File: src/rtl/traffic_light_multi_pkg.sv
// Shared phase encoding and lamp patterns for the multi-direction traffic controller.
package traffic_pkg;

   typedef enum logic [2:0] {
      GREEN  = 3'd0,
      YELLOW = 3'd1,
      ALLRED = 3'd2,
      PED    = 3'd3,
      EMG    = 3'd4
   } tl_state_e;

   localparam logic [2:0] LAMP_RED = 3'b100;
   localparam logic [2:0] LAMP_YEL = 3'b010;
   localparam logic [2:0] LAMP_GRN = 3'b001;

   // Lamp pattern for one approach; only the served direction may leave red.
   function automatic logic [2:0] lamp_for(input tl_state_e st, input logic served);
      logic [2:0] lamp;
      lamp = LAMP_RED;
      case (st)
         GREEN, EMG: if (served) lamp = LAMP_GRN;
         YELLOW:     if (served) lamp = LAMP_YEL;
         default:    lamp = LAMP_RED;
      endcase
      return lamp;
   endfunction

endpackage

File: src/rtl/tl_down_counter.sv
// Loadable down-counter that stops at zero; load wins over the decrement.
module tl_down_counter #(
   parameter int               CNT_W   = 4,
   parameter logic [CNT_W-1:0] RST_VAL = '0
) (
   input  logic             clk,
   input  logic             rst,
   input  logic             i_en,
   input  logic             i_load,
   input  logic [CNT_W-1:0] i_load_val,
   output logic [CNT_W-1:0] o_count,
   output logic             o_zero
);

   logic [CNT_W-1:0] r_count;

   always_ff @(posedge clk or negedge rst) begin
      if (!rst) begin
         r_count <= RST_VAL;
      end else if (i_en) begin
         if (i_load)
            r_count <= i_load_val;
         else if (r_count != '0)
            r_count <= r_count - CNT_W'(1);
      end
   end

   assign o_count = r_count;
   assign o_zero  = (r_count == '0);

endmodule

File: src/rtl/traffic_light_multi.sv
// Round-robin intersection controller with pedestrian walk phase and emergency override.
module traffic_light_multi #(
   parameter int  NUM_DIR  = 4,
   parameter int  CNT_W    = 4,
   parameter int  GREEN_T  = 10,
   parameter int  YELLOW_T = 3,
   parameter int  ALLRED_T = 2,
   parameter int  PED_T    = 6,
   localparam int DIR_W    = $clog2(NUM_DIR)
) (
   input  logic                 clk,
   input  logic                 rst,
   input  logic                 en,
   input  logic                 ped_req,
   input  logic                 emg_req,
   input  logic [DIR_W-1:0]     emg_dir,
   output logic [2:0]           state,
   output logic [CNT_W-1:0]     count,
   output logic [DIR_W-1:0]     dir,
   output logic [3*NUM_DIR-1:0] light,
   output logic                 ped_walk
);

   import traffic_pkg::*;

   localparam logic [CNT_W-1:0] GREEN_LD  = CNT_W'(GREEN_T - 1);
   localparam logic [CNT_W-1:0] YELLOW_LD = CNT_W'(YELLOW_T - 1);
   localparam logic [CNT_W-1:0] ALLRED_LD = CNT_W'(ALLRED_T - 1);
   localparam logic [CNT_W-1:0] PED_LD    = CNT_W'(PED_T - 1);
   localparam logic [DIR_W-1:0] LAST_DIR  = DIR_W'(NUM_DIR - 1);

   // One bit per encodable emg_dir value, set where that value names a real approach.
   localparam int               DIR_SPAN = 1 << DIR_W;
   localparam logic [DIR_SPAN-1:0] DIR_OK = DIR_SPAN'((64'd1 << NUM_DIR) - 64'd1);

   tl_state_e        r_state;
   tl_state_e        w_state_nxt;
   logic [DIR_W-1:0] r_dir;
   logic [DIR_W-1:0] w_dir_nxt;
   logic             r_ped_pending;
   logic             w_enter_ped;
   logic             w_load;
   logic [CNT_W-1:0] w_load_val;
   logic [CNT_W-1:0] w_count;
   logic             w_zero;
   logic             w_emg_valid;
   logic             w_emg_here;

   assign w_emg_valid = emg_req & DIR_OK[emg_dir];
   assign w_emg_here  = w_emg_valid && (emg_dir == r_dir);

   tl_down_counter #(
      .CNT_W   (CNT_W),
      .RST_VAL (ALLRED_LD)
   ) u_phase_cnt (
      .clk        (clk),
      .rst        (rst),
      .i_en       (en),
      .i_load     (w_load),
      .i_load_val (w_load_val),
      .o_count    (w_count),
      .o_zero     (w_zero)
   );

   always_comb begin
      w_state_nxt = r_state;
      w_dir_nxt   = r_dir;
      w_load      = 1'b0;
      w_load_val  = '0;
      w_enter_ped = 1'b0;
      if (en) begin
         case (r_state)
            GREEN: begin
               if (w_emg_here) begin
                  w_state_nxt = EMG;
                  w_load      = 1'b1;
               end else if (w_emg_valid || w_zero) begin
                  w_state_nxt = YELLOW;
                  w_load      = 1'b1;
                  w_load_val  = YELLOW_LD;
               end
            end
            YELLOW: begin
               if (w_zero) begin
                  w_state_nxt = ALLRED;
                  w_load      = 1'b1;
                  w_load_val  = ALLRED_LD;
               end
            end
            PED: begin
               if (w_emg_valid || w_zero) begin
                  w_state_nxt = ALLRED;
                  w_load      = 1'b1;
                  w_load_val  = ALLRED_LD;
               end
            end
            ALLRED: begin
               // Clearance done: emergency outranks a waiting walk, which outranks rotation.
               if (w_zero) begin
                  w_load = 1'b1;
                  if (w_emg_valid) begin
                     w_state_nxt = EMG;
                     w_dir_nxt   = emg_dir;
                  end else if (r_ped_pending) begin
                     w_state_nxt = PED;
                     w_load_val  = PED_LD;
                     w_enter_ped = 1'b1;
                  end else begin
                     w_state_nxt = GREEN;
                     w_load_val  = GREEN_LD;
                     w_dir_nxt   = (r_dir == LAST_DIR) ? '0 : r_dir + DIR_W'(1);
                  end
               end
            end
            EMG: begin
               w_load = 1'b1;
               if (!w_emg_here) begin
                  w_state_nxt = YELLOW;
                  w_load_val  = YELLOW_LD;
               end
            end
            default: begin
               w_state_nxt = ALLRED;
               w_load      = 1'b1;
               w_load_val  = ALLRED_LD;
            end
         endcase
      end
   end

   // The walk request latch keeps listening while frozen; a request coincident with entering PED is served by it.
   always_ff @(posedge clk or negedge rst) begin
      if (!rst) begin
         r_state       <= ALLRED;
         r_dir         <= LAST_DIR;
         r_ped_pending <= 1'b0;
      end else begin
         r_state       <= w_state_nxt;
         r_dir         <= w_dir_nxt;
         r_ped_pending <= w_enter_ped ? 1'b0 : (r_ped_pending | ped_req);
      end
   end

   always_comb begin
      light = '0;
      for (int d = 0; d < NUM_DIR; d++)
         light[3*d +: 3] = lamp_for(r_state, DIR_W'(d) == r_dir);
   end

   assign state    = r_state;
   assign count    = w_count;
   assign dir      = r_dir;
   assign ped_walk = (r_state == PED);

endmodule
File: config.mk
export PLATFORM = sky130hd
export DESIGN_NAME = traffic_light_multi
export DESIGN_NICKNAME = d
export VERILOG_FILES = /design/src/rtl/traffic_light_multi_pkg.sv /design/src/rtl/tl_down_counter.sv /design/src/rtl/traffic_light_multi.sv
export SDC_FILE = /design/constraint.sdc
export NUM_CORES = 1
export LEC_CHECK = 0
export BUFFER_PORTS_ARGS = -buffer_cell sky130_fd_sc_hd__buf_4
export CORE_MARGIN = 3
export CORE_UTILIZATION = 40
export CTS_CLUSTER_DIAMETER = 30
export DETAILED_ROUTE_END_ITERATION = 8
export PLACE_DENSITY = 0.67
export SLEW_MARGIN = 30
export SYNTH_ARGS = -nofsm -noshare
export SYNTH_HDL_FRONTEND = slang
export SYNTH_SLANG_ARGS = --single-unit
File: constraint.sdc
create_clock -name clk -period 1.63 [get_ports clk]
set_input_delay 0.326 -clock clk [delete_from_list [all_inputs] [get_ports clk]]
set_output_delay 0.326 -clock clk [all_outputs]
set_load 0.005 [all_outputs]
# Yosys cells after proc, flatten, opt, wreduce, memory -nomap -nowiden
# Index checks and enable logic that the tools add are counted.
dict set report totals {
  regBits 10
  inputBits 7
}
dict set report op_classes {
  addsub 2
  order_cmp 1
  n_eq_ne 15
  n_mux 48
  n_bitwise 2
  reduce_logical 12
}
# op count
set op_table {}
lappend op_table {{3-bit two-way mux} 15}
lappend op_table {{3-bit case mux with 2 select lines} 4}
lappend op_table {{4-bit two-way mux} 5}
lappend op_table {{4-bit case mux with 5 select lines} 1}
lappend op_table {{3-bit case mux with 5 select lines} 1}
lappend op_table {{2-bit two-way mux} 7}
lappend op_table {{1-bit two-way mux} 13}
lappend op_table {{3-bit by 2-bit == test with 1-bit output (second input constant)} 2}
lappend op_table {{2-bit inequality test (second input constant)} 3}
lappend op_table {{6-bit AND reduction} 1}
lappend op_table {{2-bit == test (first input constant)} 2}
lappend op_table {{4-bit logical NOT} 1}
lappend op_table {{2-bit by 1-bit inequality test with 1-bit output (second input constant)} 2}
lappend op_table {{4-bit AND reduction} 1}
lappend op_table {{4-bit nonzero test} 1}
lappend op_table {{2-bit OR reduction} 2}
lappend op_table {{4-bit by 1-bit subtractor with 4-bit output (second input constant)} 1}
lappend op_table {{3-bit by 1-bit == test with 1-bit output (second input constant)} 1}
lappend op_table {{3-bit == test (second input constant)} 1}
lappend op_table {{3-bit logical NOT} 1}
lappend op_table {{2-bit by 3-bit less-than comparator with 1-bit output (second input constant)} 1}
lappend op_table {{3-bit inequality test (second input constant)} 1}
lappend op_table {{1-bit case mux with 3 select lines} 1}
lappend op_table {{2-bit by 1-bit adder with 2-bit output (second input constant)} 1}
lappend op_table {{other kinds (11)} 11}

# Depth between registers and ports, before layout
dict set report logic_depth {
  ltp_word 10
  mapped_depth 6
  mapped_depth_nobuf 6
}

# Modules after synthesis
# Synthesis repeated with hierarchy kept, for this count alone.
dict set report hier_totals {
  cells_unflattened 102
  hier_area_um2 902.1
}
# module n_inst cells_each area_per_inst_um2 seq_area_each_um2
set modules_own_cells {}
lappend modules_own_cells {traffic_light_multi 1 72 613.1 153.9}
lappend modules_own_cells {tl_down_counter 1 30 289.0 101.3}

# Worst setup path after synthesis
# Ideal clock, no wire load.
dict set report synth_timing {
  path_type {flip-flop to flip-flop}
  startpoint {reg u_phase_cnt.r_count[0] (netlist: u_phase_cnt.o_count[0])}
  endpoint {reg u_phase_cnt.r_count[3] (netlist: u_phase_cnt.o_count[3])}
  arrival_ns 1.644
  required_ns 1.564
  path_slack_ns -0.080
  path_stages_with_launch 7
  cell_sequence {dfstp_2 inv_1 ha_1 nor3b_4 a211o_4 nor4b_4 a221o_1}
}
dict set report synth_via {
  elab_chain_cells 8
}
# element line_no
set synth_rtl {}
lappend synth_rtl {{start: declaration} tl_down_counter.sv:15} ;# logic [CNT_W-1:0] r_count;
lappend synth_rtl {{start signal: assignment} tl_down_counter.sv:22} ;# r_count <= i_load_val;
lappend synth_rtl {{start signal: assignment} tl_down_counter.sv:24} ;# r_count <= r_count - CNT_W'(1);
lappend synth_rtl {{4-bit logical NOT} tl_down_counter.sv:29} ;# assign o_zero = (r_count == '0);
lappend synth_rtl {{1-bit logical OR} {traffic_light_multi.sv:77, traffic_light_multi.sv:91}}
lappend synth_rtl {{1-bit two-way mux} {traffic_light_multi.sv:77, traffic_light_multi.sv:91}}
lappend synth_rtl {{1-bit two-way mux} traffic_light_multi.sv:74} ;# if (w_emg_here) begin
lappend synth_rtl {{1-bit case mux with 3 select lines} traffic_light_multi.sv:72} ;# case (r_state)
lappend synth_rtl {{1-bit two-way mux} traffic_light_multi.sv:71} ;# if (en) begin
lappend synth_rtl {{2-bit nonzero test (no source line)} --}
lappend synth_rtl {{2-bit AND reduction (no source line)} --}
# Parallel ways exist; a longest one is shown, timed or not. The select of a mux whose other input is x is not followed.
# A chain may end at the register's enable or synchronous reset.

# Worst setup path after layout
dict set report layout_timing {
  startpoint {reg r_dir[0] (netlist: dir[0])}
  endpoint {out light[8]}
}
dict set report layout_via {
  elab_chain_cells 3
}
# element line_no
set layout_rtl {}
lappend layout_rtl {{start: declaration} traffic_light_multi.sv:38} ;# logic [DIR_W-1:0] r_dir;
lappend layout_rtl {{start signal: assignment} traffic_light_multi.sv:139} ;# r_dir <= w_dir_nxt;
lappend layout_rtl {{2-bit == test (*)} traffic_light_multi.sv:147} ;# light[3*d +: 3] = lamp_for(r_state, DIR_W'(d) == r_dir);
lappend layout_rtl {{3-bit two-way mux, on equally long branches} {traffic_light_multi_pkg.sv:22, traffic_light_multi_pkg.sv:21}}
lappend layout_rtl {{3-bit case mux with 2 select lines (*)} traffic_light_multi_pkg.sv:20} ;# case (st)
lappend layout_rtl {{end: declaration} traffic_light_multi.sv:20} ;# output logic [3*NUM_DIR-1:0] light,
# Every way passes the cells marked *; elsewhere a longest branch is shown, timed or not.

==> flow_summary.ini <==
[job]
maxCapViolCount = 0

[setup_path]
critPathMaxFanout = 2
worstSetupPathType = register to output port
cp_slowest_stage_delay_ns = 0.59
critPathSlowestCell = dfstp_2
end_kind = output port
arrival_ns = 1.48
worstPathCellList = inv_4 > ha_4 > and2_4 > nor2_4 > buf_4
r2r_end = u_phase_cnt.o_count[2]
rrSetupSlack_ns = -0.10
cp_top_family = flip-flops
required_ns = 1.30
path_buf_inv = 2
timing.rr.start = u_phase_cnt.o_count[0]
startpoint_type = register
reg2reg_depth = 6

[synth]
synth_ff_type = dfrtp_1
syn_nets = 106
synth_top_area_cell = dfrtp_1
netlist_top_cells_count = and2_1 (9), o21ai_0 (8), inv_1 (7), nand2_1 (7)
synth_edf_count = 0
syn-cell-area_um2 = 811
syn_avg_cell_area_um2 = 8.63
async_flop_share_pct = 100
synth_cell_type_count = 36
yosysMostFrequentCell = and2_1
synth_seq_cells = 10
synth.area.top_cells = dfrtp_1 (19%), dfstp_2 (13%), ha_1 (7.7%)
synthCells = 94
yosys_warnings = 0
ys_seq_area_share_pct = 31.5
synth.top_cell.area_share_pct = 18.5

[clock_network]
clkLatencyLatePin_ns = 0.28
ctsHtreeMaxLevel = 1
clock-sinks = 10
cts_tree = done
numCtsBuffers = 3
path_clk_slew_ns = 0.07
root_buffer = clkbuf_4
clock_path_buffers = 2

[placed_design]
numPlacedInstances = 149
hpwl_um = 1660
port-buffer-count = 28
gp_congestion = 0.869

[sta]
relSlewSlack_pct = 70.0
final_max_slew_viol_count = 0
finalHoldViolCount = 0
setup_tns_ns = -1.59
layout_setup_ws_ns = -0.174
grt_setup_unrepaired = true
max_freq_ghz = 0.554
finalSetupViolCount = 17
fin_crit_sh_pct = 111
finalCriticalPeriod_ns = 1.80
worst_pin_slew_ns = 0.443
fin_skew_ns = 0.00507

[detailed_routing]
vias = 1028
drt_iter0_markers = 57
drcViolationCount = 0
dr.pass1.iters = 4
routed_wl_um = 3540
wire_per_inst_um = 20.2
ant_nets = 0
vias_per_cell = 5.87

[min_path]
min_to = r_ped_pending
hp-class = primary input to register
hp-start = ped_req
hold_path_depth = 2

[global_route]
grt_pass1_vias = 995
grt-ovfl-total = 0
grt_max_degree = 12
antenna_found_initial = 0
grt_usage_pct = 25.8
grt_pass1_wl_um = 5010

[floorplan]
rows = 15
dieHeight_um = 51.0
die_w_um = 51.0
coreArea_mm2 = 0.00182
die-area_mm2 = 0.00260
io-pin-count = 29
start_util_pct = 44.5

[run_status]
outcome = finished, violations left
violations = negative setup slack

[power]
p_leak_uw = 0.000682
power_density_mw_per_mm2 = 1560
ir_drop_mv = 1.06

[cells_and_area]
finalNetCount = 163
stdcell_count = 175
areaGrowthSynthToFinish_pct = 87.7
diodes = 0
drive_above_1_share_pct = 68.7
final_util_pct = 83.6
[area by class of cell]
class                           instances  area, um^2
Multi-Input combinational cell         73         702
Tap cell                               25        31.3
Sequential cell                        10         256
Fill cell                             108         299
Inverter                                7        31.3
Timing Repair Buffer                   56         464
Clock buffer                            4        36.3
[power breakdown]
group | internal [uW] | switching (uW) | leakage (uW) | total [uW]
Combinational | 877 | 784 | 0.000548 | 1660
Clock | 136 | 103 | 0.0000210 | 240
Sequential | 350 | 123 | 0.000113 | 473
Total | 1360 | 1010 | 0.000682 | 2370
[logic make-up (layout without fill, tap and decap cells)]
| family | count (synthesis) | count (layout) | synth area share, % |
|---|---|---|---|
| simple gates | 40 | 40 | 30.2 |
| compound gates | 25 | 25 | 20.7 |
| buf+inv | 11 | 67 | 6.64 |
| flops | 10 | 10 | 31.5 |
| fa+ha+maj | 5 | 5 | 7.72 |
| xor+xnor | 3 | 3 | 3.24 |
[per-stage QoR]
stage	area, um^2	total power (uW)	worst slack [ns]	hold WS (ns)
2_1_floorplan	813	1050	0.000310	0.0304
3_3_place_gp	1070	1450	0.00911	0.163
3_5_place_dp	1070	1480	-0.0283	0.169
4_1_cts	1380	2060	-0.114	0.252
5_1_grt	1520	2500	-0.210	0.252
6_report	1520	2370	-0.174	0.248
[worst register-to-register path, delay by kind of cell, from the launching register on]
kind            cells  cell delay, ns
flops               1            0.54
simple gates        1            0.16
buf+inv             1            0.05
compound gates      3            0.74
fa+ha+maj           1            0.16
[registers in the layout, indices dropped and copies added, names as in the netlist]
name and cells:
state 3, u_phase_cnt.o_count 4, r_ped_pending 1, dir 2
[metal layers]
| metal | global-route usage (%) | vias to the layer above | routed length [um] |
|---|---|---|---|
| met3 | 4.66 | 13 | 257 |
| met4 | 8.07 | 0 | 108 |
| li1 | - | 449 | - |
| met1 | 31.3 | 508 | 1320 |
| met5 | 0 | - | 0 |
| met2 | 45.7 | 58 | 1850 |
[how the worst max path moves through the flow]
stage | from | endpoint | slack [ns] | cells after the start
6_report | dir[0] | light[8] | -0.17 | 5
5_1_grt | dir[0] | light[8] | -0.21 | 5
4_1_cts | state[1] | light[2] | -0.11 | 5
3_5_place_dp | u_phase_cnt.o_count[0] | u_phase_cnt.o_count[3] | -0.03 | 6
3_3_place_gp | u_phase_cnt.o_count[0] | dir[1] | 0.009 | 6
2_1_floorplan | u_phase_cnt.o_count[0] | u_phase_cnt.o_count[3] | 0.0003 | 6
[cells in the final DEF (no fill, tap or decap), types with 4 or more instances in the layout]
| cell | netlist | routed |
|---|---|---|
| dfrtp_1 | 6 | 5 |
| nand2_1 | 7 | 6 |
| dfstp_2 | 4 | 4 |
| nor2_4 | 0 | 4 |
| and2_4 | 0 | 8 |
| o21ai_0 | 8 | 4 |
| a21oi_1 | 5 | 4 |
| buf_4 | 1 | 44 |
| ha_4 | 0 | 5 |
| buf_6 | 1 | 11 |
[what timing repair did]
action / in CTS / in global routing
buffers inserted: 20 / 1
gates resized for setup: 36 / 30
setup endpoints to repair: 19 / 21
endpoints found under the hold margin: 6 / 0
gates cloned: 0 / 0
pin swaps: 12 / 10
hold buffers: 1 / 0
Note: power is estimated with default switching activity, not from simulation.
